--- config.mk ---
export PLATFORM = sky130hd
export DESIGN_NAME = pa_lsu_wb_queue
export DESIGN_NICKNAME = d
export VERILOG_FILES = /design/src/rtl/pa_lsu_pkg.sv /design/src/rtl/gated_clk_cell.sv /design/src/rtl/pa_lsu_wb_queue_entry.sv /design/src/rtl/pa_lsu_wb_queue.sv
export SDC_FILE = /design/constraint.sdc
export NUM_CORES = 1
export LEC_CHECK = 0
export CORE_ASPECT_RATIO = 2
export CORE_MARGIN = 5
export CORE_UTILIZATION = 50
export CTS_BUF_LIST = sky130_fd_sc_hd__clkbuf_2
export DETAILED_ROUTE_END_ITERATION = 6
export DONT_BUFFER_PORTS = 1
export HOLD_SLACK_MARGIN = 0.02
export PLACE_DENSITY = 0.76
export SYNTH_ARGS = -nofsm -noshare
export SYNTH_HDL_FRONTEND = slang
export SYNTH_HIERARCHICAL = 1
export SYNTH_SLANG_ARGS = --single-unit
--- constraint.sdc ---
create_clock -name forever_cpuclk -period 5.7 [get_ports forever_cpuclk]
set_clock_uncertainty 0.05 [all_clocks]
set_input_delay 1.14 -clock forever_cpuclk [delete_from_list [all_inputs] [get_ports forever_cpuclk]]
set_output_delay 1.14 -clock forever_cpuclk [all_outputs]
set_load 0.05 [all_outputs]
--- src/rtl/pa_lsu_pkg.sv ---
// Shared LSU definitions: protection width, byte-lane geometry helpers.
// Used by the write-buffer queue and its entries.
package pa_lsu_pkg;

    localparam int WB_PROT_W = 4;
    localparam int WB_BYTE_W = 8;

    function automatic int wb_bw(input int dataw);
        return dataw / WB_BYTE_W;
    endfunction

    function automatic int wb_ofs(input int dataw);
        return $clog2(dataw / WB_BYTE_W);
    endfunction

endpackage

--- src/rtl/gated_clk_cell.sv ---
// Latch-based clock gate; enable is captured while the clock is low.
// Scan enable forces the clock through.
module gated_clk_cell (
    input  logic clk_in,
    input  logic local_en,
    input  logic pad_yy_icg_scan_en,
    output logic clk_out
);

    logic en_lat;

    always_latch begin
        if (!clk_in) begin
            en_lat = local_en | pad_yy_icg_scan_en;
        end
    end

    assign clk_out = clk_in & en_lat;

endmodule

--- src/rtl/pa_lsu_wb_queue_entry.sv ---
// One write-buffer slot: storage, same-word merge, late-data forwarding,
// and load overlap compare.
module pa_lsu_wb_queue_entry
    import pa_lsu_pkg::*;
#(
    parameter  int DATAW = 32,
    parameter  int ADDRW = 32,
    parameter  int PREGW = 6,
    localparam int BW    = wb_bw(DATAW),
    localparam int AW    = ADDRW - wb_ofs(DATAW)
) (
    input  logic                 clk,
    input  logic                 cpurst_b,
    input  logic                 flush,
    input  logic                 create_en,
    input  logic                 merge_en,
    input  logic [AW-1:0]        create_waddr,
    input  logic [BW-1:0]        create_be,
    input  logic [DATAW-1:0]     create_data,
    input  logic                 create_so,
    input  logic [WB_PROT_W-1:0] create_prot,
    input  logic                 create_depd,
    input  logic [PREGW-1:0]     create_preg,
    input  logic                 fwd_vld,
    input  logic [PREGW-1:0]     fwd_preg,
    input  logic [DATAW-1:0]     fwd_data,
    input  logic                 aissue,
    input  logic                 dfree,
    input  logic [AW-1:0]        ld_waddr,
    input  logic [BW-1:0]        ld_be,
    output logic                 vld,
    output logic                 aissued,
    output logic                 depd,
    output logic                 merge_hit,
    output logic                 ld_hit,
    output logic [AW-1:0]        waddr,
    output logic [BW-1:0]        be,
    output logic [DATAW-1:0]     data,
    output logic [WB_PROT_W-1:0] prot
);

    logic             so;
    logic [PREGW-1:0] preg;
    logic             fwd_hit;
    logic             crt_fwd;
    logic             data_en;
    logic             data_clk;
    logic [DATAW-1:0] merge_data;

    assign fwd_hit = fwd_vld & vld & depd & (preg == fwd_preg);
    assign crt_fwd = create_depd & fwd_vld & (create_preg == fwd_preg);
    assign data_en = create_en | merge_en | fwd_hit;

    always_comb begin
        merge_data = data;
        for (int i = 0; i < BW; i++) begin
            if (create_be[i]) begin
                merge_data[i*WB_BYTE_W +: WB_BYTE_W] =
                    create_data[i*WB_BYTE_W +: WB_BYTE_W];
            end
        end
    end

    gated_clk_cell u_data_gclk (
        .clk_in             (clk),
        .local_en           (data_en),
        .pad_yy_icg_scan_en (1'b0),
        .clk_out            (data_clk)
    );

    always_ff @(posedge data_clk) begin
        if (create_en) begin
            waddr <= create_waddr;
            be    <= create_be;
            so    <= create_so;
            prot  <= create_prot;
            preg  <= create_preg;
            data  <= crt_fwd ? fwd_data : create_data;
        end else if (merge_en) begin
            be    <= be | create_be;
            data  <= merge_data;
        end else if (fwd_hit) begin
            data  <= fwd_data;
        end
    end

    // Control bits stay on the free-running clock so flush always lands.
    always_ff @(posedge clk or negedge cpurst_b) begin
        if (!cpurst_b) begin
            vld     <= 1'b0;
            aissued <= 1'b0;
            depd    <= 1'b0;
        end else if (flush) begin
            vld     <= 1'b0;
            aissued <= 1'b0;
            depd    <= 1'b0;
        end else if (create_en) begin
            vld     <= 1'b1;
            aissued <= 1'b0;
            depd    <= create_depd & ~crt_fwd;
        end else begin
            if (dfree) begin
                vld     <= 1'b0;
                aissued <= 1'b0;
            end else if (aissue) begin
                aissued <= 1'b1;
            end
            if (fwd_hit) begin
                depd <= 1'b0;
            end
        end
    end

    assign merge_hit = vld & ~aissued & ~so & ~depd
                     & (waddr == create_waddr);
    assign ld_hit    = vld & (waddr == ld_waddr) & (|(be & ld_be));

endmodule

--- src/rtl/pa_lsu_wb_queue.sv ---
// LSU store write buffer: in-order queue with merge, forwarding and
// split address/data bus drain.
module pa_lsu_wb_queue
    import pa_lsu_pkg::*;
#(
    parameter  int DEPTH = 4,
    parameter  int DATAW = 32,
    parameter  int ADDRW = 32,
    parameter  int PREGW = 6,
    localparam int BW    = wb_bw(DATAW),
    localparam int OFS   = wb_ofs(DATAW)
) (
    input  logic                 forever_cpuclk,
    input  logic                 cpurst_b,
    input  logic                 rtu_yy_xx_async_flush,
    input  logic                 wb_create_vld,
    output logic                 wb_create_rdy,
    input  logic [ADDRW-1:0]     wb_create_addr,
    input  logic [BW-1:0]        wb_create_be,
    input  logic [DATAW-1:0]     wb_create_data,
    input  logic                 wb_create_so,
    input  logic [WB_PROT_W-1:0] wb_create_prot,
    input  logic                 wb_create_src1_depd,
    input  logic [PREGW-1:0]     wb_create_src1_preg,
    input  logic                 da_xx_fwd_vld,
    input  logic [PREGW-1:0]     da_xx_fwd_preg,
    input  logic [DATAW-1:0]     da_xx_fwd_data,
    input  logic                 ld_chk_vld,
    input  logic [ADDRW-1:0]     ld_chk_addr,
    input  logic [BW-1:0]        ld_chk_be,
    output logic                 ld_hit_wb,
    output logic                 wb_bus_addr_req,
    output logic [ADDRW-1:0]     wb_bus_addr,
    output logic [WB_PROT_W-1:0] wb_bus_prot,
    input  logic                 wb_bus_addr_ack,
    output logic [DATAW-1:0]     wb_bus_wdata,
    output logic [BW-1:0]        wb_bus_wstrb,
    input  logic                 wb_bus_data_ack,
    output logic                 wb_empty,
    output logic [DEPTH-1:0]     wb_dbginfo
);

    localparam int AW   = ADDRW - OFS;
    localparam int PTRW = $clog2(DEPTH);

    logic [PTRW-1:0] crt_ptr;
    logic [PTRW-1:0] aptr;
    logic [PTRW-1:0] dptr;
    logic [PTRW-1:0] yng_ptr;

    logic [DEPTH-1:0] e_vld;
    logic [DEPTH-1:0] e_aissued;
    logic [DEPTH-1:0] e_depd;
    logic [DEPTH-1:0] e_merge_hit;
    logic [DEPTH-1:0] e_ld_hit;
    logic [DEPTH-1:0] e_create;
    logic [DEPTH-1:0] e_merge;
    logic [DEPTH-1:0] e_aissue;
    logic [DEPTH-1:0] e_dfree;

    logic [AW-1:0]        e_waddr [DEPTH];
    logic [BW-1:0]        e_be    [DEPTH];
    logic [DATAW-1:0]     e_data  [DEPTH];
    logic [WB_PROT_W-1:0] e_prot  [DEPTH];

    logic          flush;
    logic          full;
    logic          merge_ok;
    logic          create_fire;
    logic          alloc;
    logic          merge;
    logic          addr_fire;
    logic          data_vld;
    logic          data_fire;
    logic [AW-1:0] create_waddr;
    logic [AW-1:0] ld_waddr;
    logic          unused_addr_lsb;

    assign flush        = rtu_yy_xx_async_flush;
    assign create_waddr = wb_create_addr[ADDRW-1:OFS];
    assign ld_waddr     = ld_chk_addr[ADDRW-1:OFS];
    assign unused_addr_lsb = ^{wb_create_addr[OFS-1:0], ld_chk_addr[OFS-1:0]};

    assign yng_ptr  = crt_ptr - PTRW'(1);
    assign merge_ok = e_merge_hit[yng_ptr] & ~wb_create_so
                    & ~wb_create_src1_depd;
    // Registered vld only: a slot freed this cycle is not reusable yet.
    assign full          = &e_vld;
    assign wb_create_rdy = ~full | merge_ok;

    assign create_fire = wb_create_vld & wb_create_rdy & ~flush;
    assign alloc       = create_fire & ~merge_ok;
    assign merge       = create_fire & merge_ok;

    assign wb_bus_addr_req = e_vld[aptr] & ~e_aissued[aptr] & ~e_depd[aptr];
    assign addr_fire       = wb_bus_addr_req & wb_bus_addr_ack & ~flush;
    assign data_vld        = e_vld[dptr] & e_aissued[dptr];
    assign data_fire       = data_vld & wb_bus_data_ack & ~flush;

    for (genvar i = 0; i < DEPTH; i++) begin : g_ent
        assign e_create[i] = alloc     & (crt_ptr == PTRW'(i));
        assign e_merge[i]  = merge     & (yng_ptr == PTRW'(i));
        assign e_aissue[i] = addr_fire & (aptr    == PTRW'(i));
        assign e_dfree[i]  = data_fire & (dptr    == PTRW'(i));

        pa_lsu_wb_queue_entry #(
            .DATAW (DATAW),
            .ADDRW (ADDRW),
            .PREGW (PREGW)
        ) u_entry (
            .clk          (forever_cpuclk),
            .cpurst_b     (cpurst_b),
            .flush        (flush),
            .create_en    (e_create[i]),
            .merge_en     (e_merge[i]),
            .create_waddr (create_waddr),
            .create_be    (wb_create_be),
            .create_data  (wb_create_data),
            .create_so    (wb_create_so),
            .create_prot  (wb_create_prot),
            .create_depd  (wb_create_src1_depd),
            .create_preg  (wb_create_src1_preg),
            .fwd_vld      (da_xx_fwd_vld),
            .fwd_preg     (da_xx_fwd_preg),
            .fwd_data     (da_xx_fwd_data),
            .aissue       (e_aissue[i]),
            .dfree        (e_dfree[i]),
            .ld_waddr     (ld_waddr),
            .ld_be        (ld_chk_be),
            .vld          (e_vld[i]),
            .aissued      (e_aissued[i]),
            .depd         (e_depd[i]),
            .merge_hit    (e_merge_hit[i]),
            .ld_hit       (e_ld_hit[i]),
            .waddr        (e_waddr[i]),
            .be           (e_be[i]),
            .data         (e_data[i]),
            .prot         (e_prot[i])
        );
    end

    always_ff @(posedge forever_cpuclk or negedge cpurst_b) begin
        if (!cpurst_b) begin
            crt_ptr <= '0;
            aptr    <= '0;
            dptr    <= '0;
        end else if (flush) begin
            crt_ptr <= '0;
            aptr    <= '0;
            dptr    <= '0;
        end else begin
            if (alloc) begin
                crt_ptr <= crt_ptr + PTRW'(1);
            end
            if (addr_fire) begin
                aptr <= aptr + PTRW'(1);
            end
            if (data_fire) begin
                dptr <= dptr + PTRW'(1);
            end
        end
    end

    assign wb_bus_addr  = {e_waddr[aptr], {OFS{1'b0}}};
    assign wb_bus_prot  = e_prot[aptr];
    assign wb_bus_wdata = data_vld ? e_data[dptr] : '0;
    assign wb_bus_wstrb = data_vld ? e_be[dptr] : '0;

    assign ld_hit_wb  = ld_chk_vld & (|e_ld_hit);
    assign wb_empty   = ~(|e_vld);
    assign wb_dbginfo = e_vld;

endmodule

==> run summary <==
Worst Max-Slew Pin Slew: 1.15 ns
Core area: 0.0351 sq mm
Clk network pwr share: 31.9%
Die Y: 277 um
Initial Utilization: 50.8%
Sequential power share: 49.4%
Die area: 0.0397 sq mm
DRC: 0
Antenna violations before repair: 2
Post-Route Setup TNS: 0 ns
Register area: 0.00976 sq mm
CP endpoint kind: latch
Logic pwr share: 18.7%
Max-cap violations: 0
# resized after CTS: 0
Leakage: 6.31 nW
DR WL/cell: 30.9 um
Post-CTS Hold Fix Bufs: 45
Fraction of registers with async set/reset: 5.45%
Status: complete, no violations
Total gr overflow: 0
Crit-path max FO: 6
Routability cong.: 0.909
Data arrival, critical path: 4.27 ns
#FFs+latches synth: 330
Syn. warnings: 6
Worst relative slew slack: 23.3%
Layout cell share with drive strength beyond 1: 25.0%
EDFF count, synth: 308
Crit path kind: reg -> latch
Hpwl dp: 37400 um
GRT Resource Usage Total: 27.0%
Unrepaired setup endpoints after global routing: false
Reg clk slew, reported paths: 0.28 ns
Post-synth cell types: 49
P&R area growth vs syn: 9.83%
ANT nets after route: 0
Total power: 3.49 mW
Fill cells: 2869
Detailed Route WL: 54400 um
Via count: 11100
P_int: 2.34 mW
Cell area after layout: 0.0196 sq mm
Cells after Synth: 1184
Vias in the first global route: 12100
Multi-input gate area: 0.00777 sq mm
Hold Crit Class: in -> reg
Post-Syn Area: 0.0178 sq mm
Fin nets: 1462
Startpoint types: flop
Syn avg cell area: 15.0 sq um
Final Hold Fails: 0
IR drop worst, VDD: 0.117 mV
First-pass DRT Iterations: 6
Net Sw Frac: 33.0%
Clk_lat worst skew: 1.12 ns
Final setup viols: 0
First-pass GRT wire length: 78900 um
I/O pin cnt: 242
Cell area power density: 178 mW/mm^2
Worst EP required: 4.27 ns
Prevailing post-synth register cell: edfxtp_1
Final Max Tran Viols: 0
Post-CTS setup buffers: 0
CTS tree: built
Via/cell ratio: 6.33
Rows: 97
Die Span X: 143 um
DRT iter0 DRCs: 837
Switching pwr: 1.15 mW
IO buf count: 0
Largest net degree at the start of global routing: 45
DP Area: 0.0185 sq mm
## power by group through the flow
stage	combinational (mW)	clock [mW]	sequential [mW]
after floorplan	0.465	0.190	1.74
after global placement	0.596	0.190	1.75
after detailed placement	0.601	0.190	1.75
after CTS	0.648	1.14	1.72
after global routing	0.682	1.20	1.73
final	0.652	1.11	1.72
## placed cells by master (no fill, tap or decap), types with 5 or more instances in the layout
cell / n
edfxtp_1: 308
xor2_1: 172
mux2_2: 121
xnor2_1: 116
mux4_2: 72
clkbuf_2: 53
dlygate4sd3_1: 50
nor4_1: 41
nor2b_1: 36
nand4_1: 32
buf_4: 30
nand3_1: 16
a21o_1: 16
o21a_1: 16
nand2_1: 15
nor2_1: 14
ha_1: 14
dfrtp_1: 14
and2_1: 12
inv_1: 11
nor3_1: 10
a21oi_1: 9
mux2_1: 9
clkinvlp_4: 8
or4_1: 8
o211ai_1: 8
bufinv_16: 7
nor4b_1: 6
nand2b_1: 6
conb_1: 6
nor3b_1: 5
or2_1: 5
## metal layers
layer | up-vias | global-route usage, % | share of wire [%]
li1 | 4746 | - | -
met5 | - | 0 | 0
met2 | 561 | 49.5 | 54
met3 | 170 | 7.10 | 7.6
met4 | 0 | 14.5 | 7.0
met1 | 5649 | 27.0 | 31
## metrics by stage
| step | cells | hold slack [ns] | utilization (%) | setup WS, ns |
|---|---|---|---|---|
| detailed placement | 1629 | 0.176 | 52.6 | 0 |
| CTS | 1752 | 0.0212 | 55.6 | 0 |
| finish | 1759 | 0.0891 | 55.8 | 0 |
| global route | 1758 | 0.0198 | 55.8 | 0 |
| global placement | 1629 | 0.176 | 52.6 | 0 |
| floorplan | 1185 | 0.176 | - | 0 |
## final timing paths
kind	from	to	slack [ns]	cells after the start
setup / recovery	g_ent[1].u_entry/waddr[8]	g_ent[3].u_entry/u_data_gclk/en_lat	0	12
hold reg to reg	g_ent[2].u_entry/be[3]	g_ent[2].u_entry/be[3]	0.58	1
setup reg to reg	g_ent[1].u_entry/waddr[8]	g_ent[3].u_entry/u_data_gclk/en_lat	0	12
max in group gated	g_ent[3].u_entry/u_data_gclk/en_lat	clock gate	1.34	1
min in group gated	g_ent[0].u_entry/u_data_gclk/en_lat	clock gate	1.10	0
max in group asynchronous	cpurst_b	dptr[0]	4.45	1
min in group asynchronous	cpurst_b	g_ent[1].u_entry/aissued	0.50	1
hold / removal	wb_create_addr[17]	g_ent[1].u_entry/waddr[15]	0.09	0
## state kept, by name, indices dropped and copies added, names as in the netlist
| signal | cells |
|---|---|
| g_ent.u_entry/prot | 16 |
| g_ent.u_entry/aissued | 4 |
| g_ent.u_entry/preg | 24 |
| aptr | 2 |
| g_ent.u_entry/data | 128 |
| g_ent.u_entry/vld | 4 |
| g_ent.u_entry/be | 16 |
| dptr | 2 |
| g_ent.u_entry/depd | 4 |
| g_ent.u_entry/waddr | 120 |
| crt_ptr | 2 |
| g_ent.u_entry/so | 4 |
| g_ent.u_entry/u_data_gclk/en_lat | 4 |
## worst max-delay path: stages, from the launching register on
cell and delay [ns]:
edfxtp_1 0.54, xor2_1 0.18, nor4_1 0.27, buf_4 0.19
nand4_1 0.13, nor4_1 0.27, mux4_2 0.32, nand2_1 0.09
and4bb_2 0.28, and2_2 0.21, or2_2 0.30, o21bai_1 0.18
or2_1 0.22
## Yosys cell counts, drive strengths merged (9+ instances only)
cell	instances	area share, %
edfxtp	308	52
xor2	172	8.5
mux2	130	8.2
xnor2	116	5.7
mux4	72	9.1
nor4	42	1.5
nor2b	36	1.3
nand4	32	1.1
buf	25	1.2
dfrtp	18	2.5
a21o	16	0.67
and2	16	0.56
nand3	16	0.45
o21a	16	0.67
nand2	15	0.32
ha	14	0.98
nor2	14	0.30
inv	12	0.25
or4	12	0.59
clkbuf	11	0.23
nor3	10	0.28
a21oi	9	0.25
or2	9	0.32
## cell type report
class                      instances  area share (%)
timing repair buffer              85            4.18
sequential                       330            49.9
tap                              445            2.85
multi-input combinational        807            39.7
clock inverter                    25            1.70
inverter                          12           0.230
antenna                            2          0.0256
clock buffer                      53            1.36
## cells by family (layout without fill, tap and decap cells)
| logic type | count (synthesis) | in the layout | synth area share [%] |
|---|---|---|---|
| flops | 326 | 326 | 54.5 |
| xor+xnor | 288 | 288 | 14.2 |
| simple gates | 224 | 224 | 7.66 |
| mux | 203 | 203 | 17.4 |
| compound gates | 72 | 72 | 3.26 |
| buf+inv | 48 | 175 | 1.64 |
| fa+ha+maj | 14 | 14 | 0.984 |
| other cells | 5 | 8 | 0.105 |
| latches | 4 | 4 | 0.337 |
No activity file was read; power rests on OpenSTA's default activity.
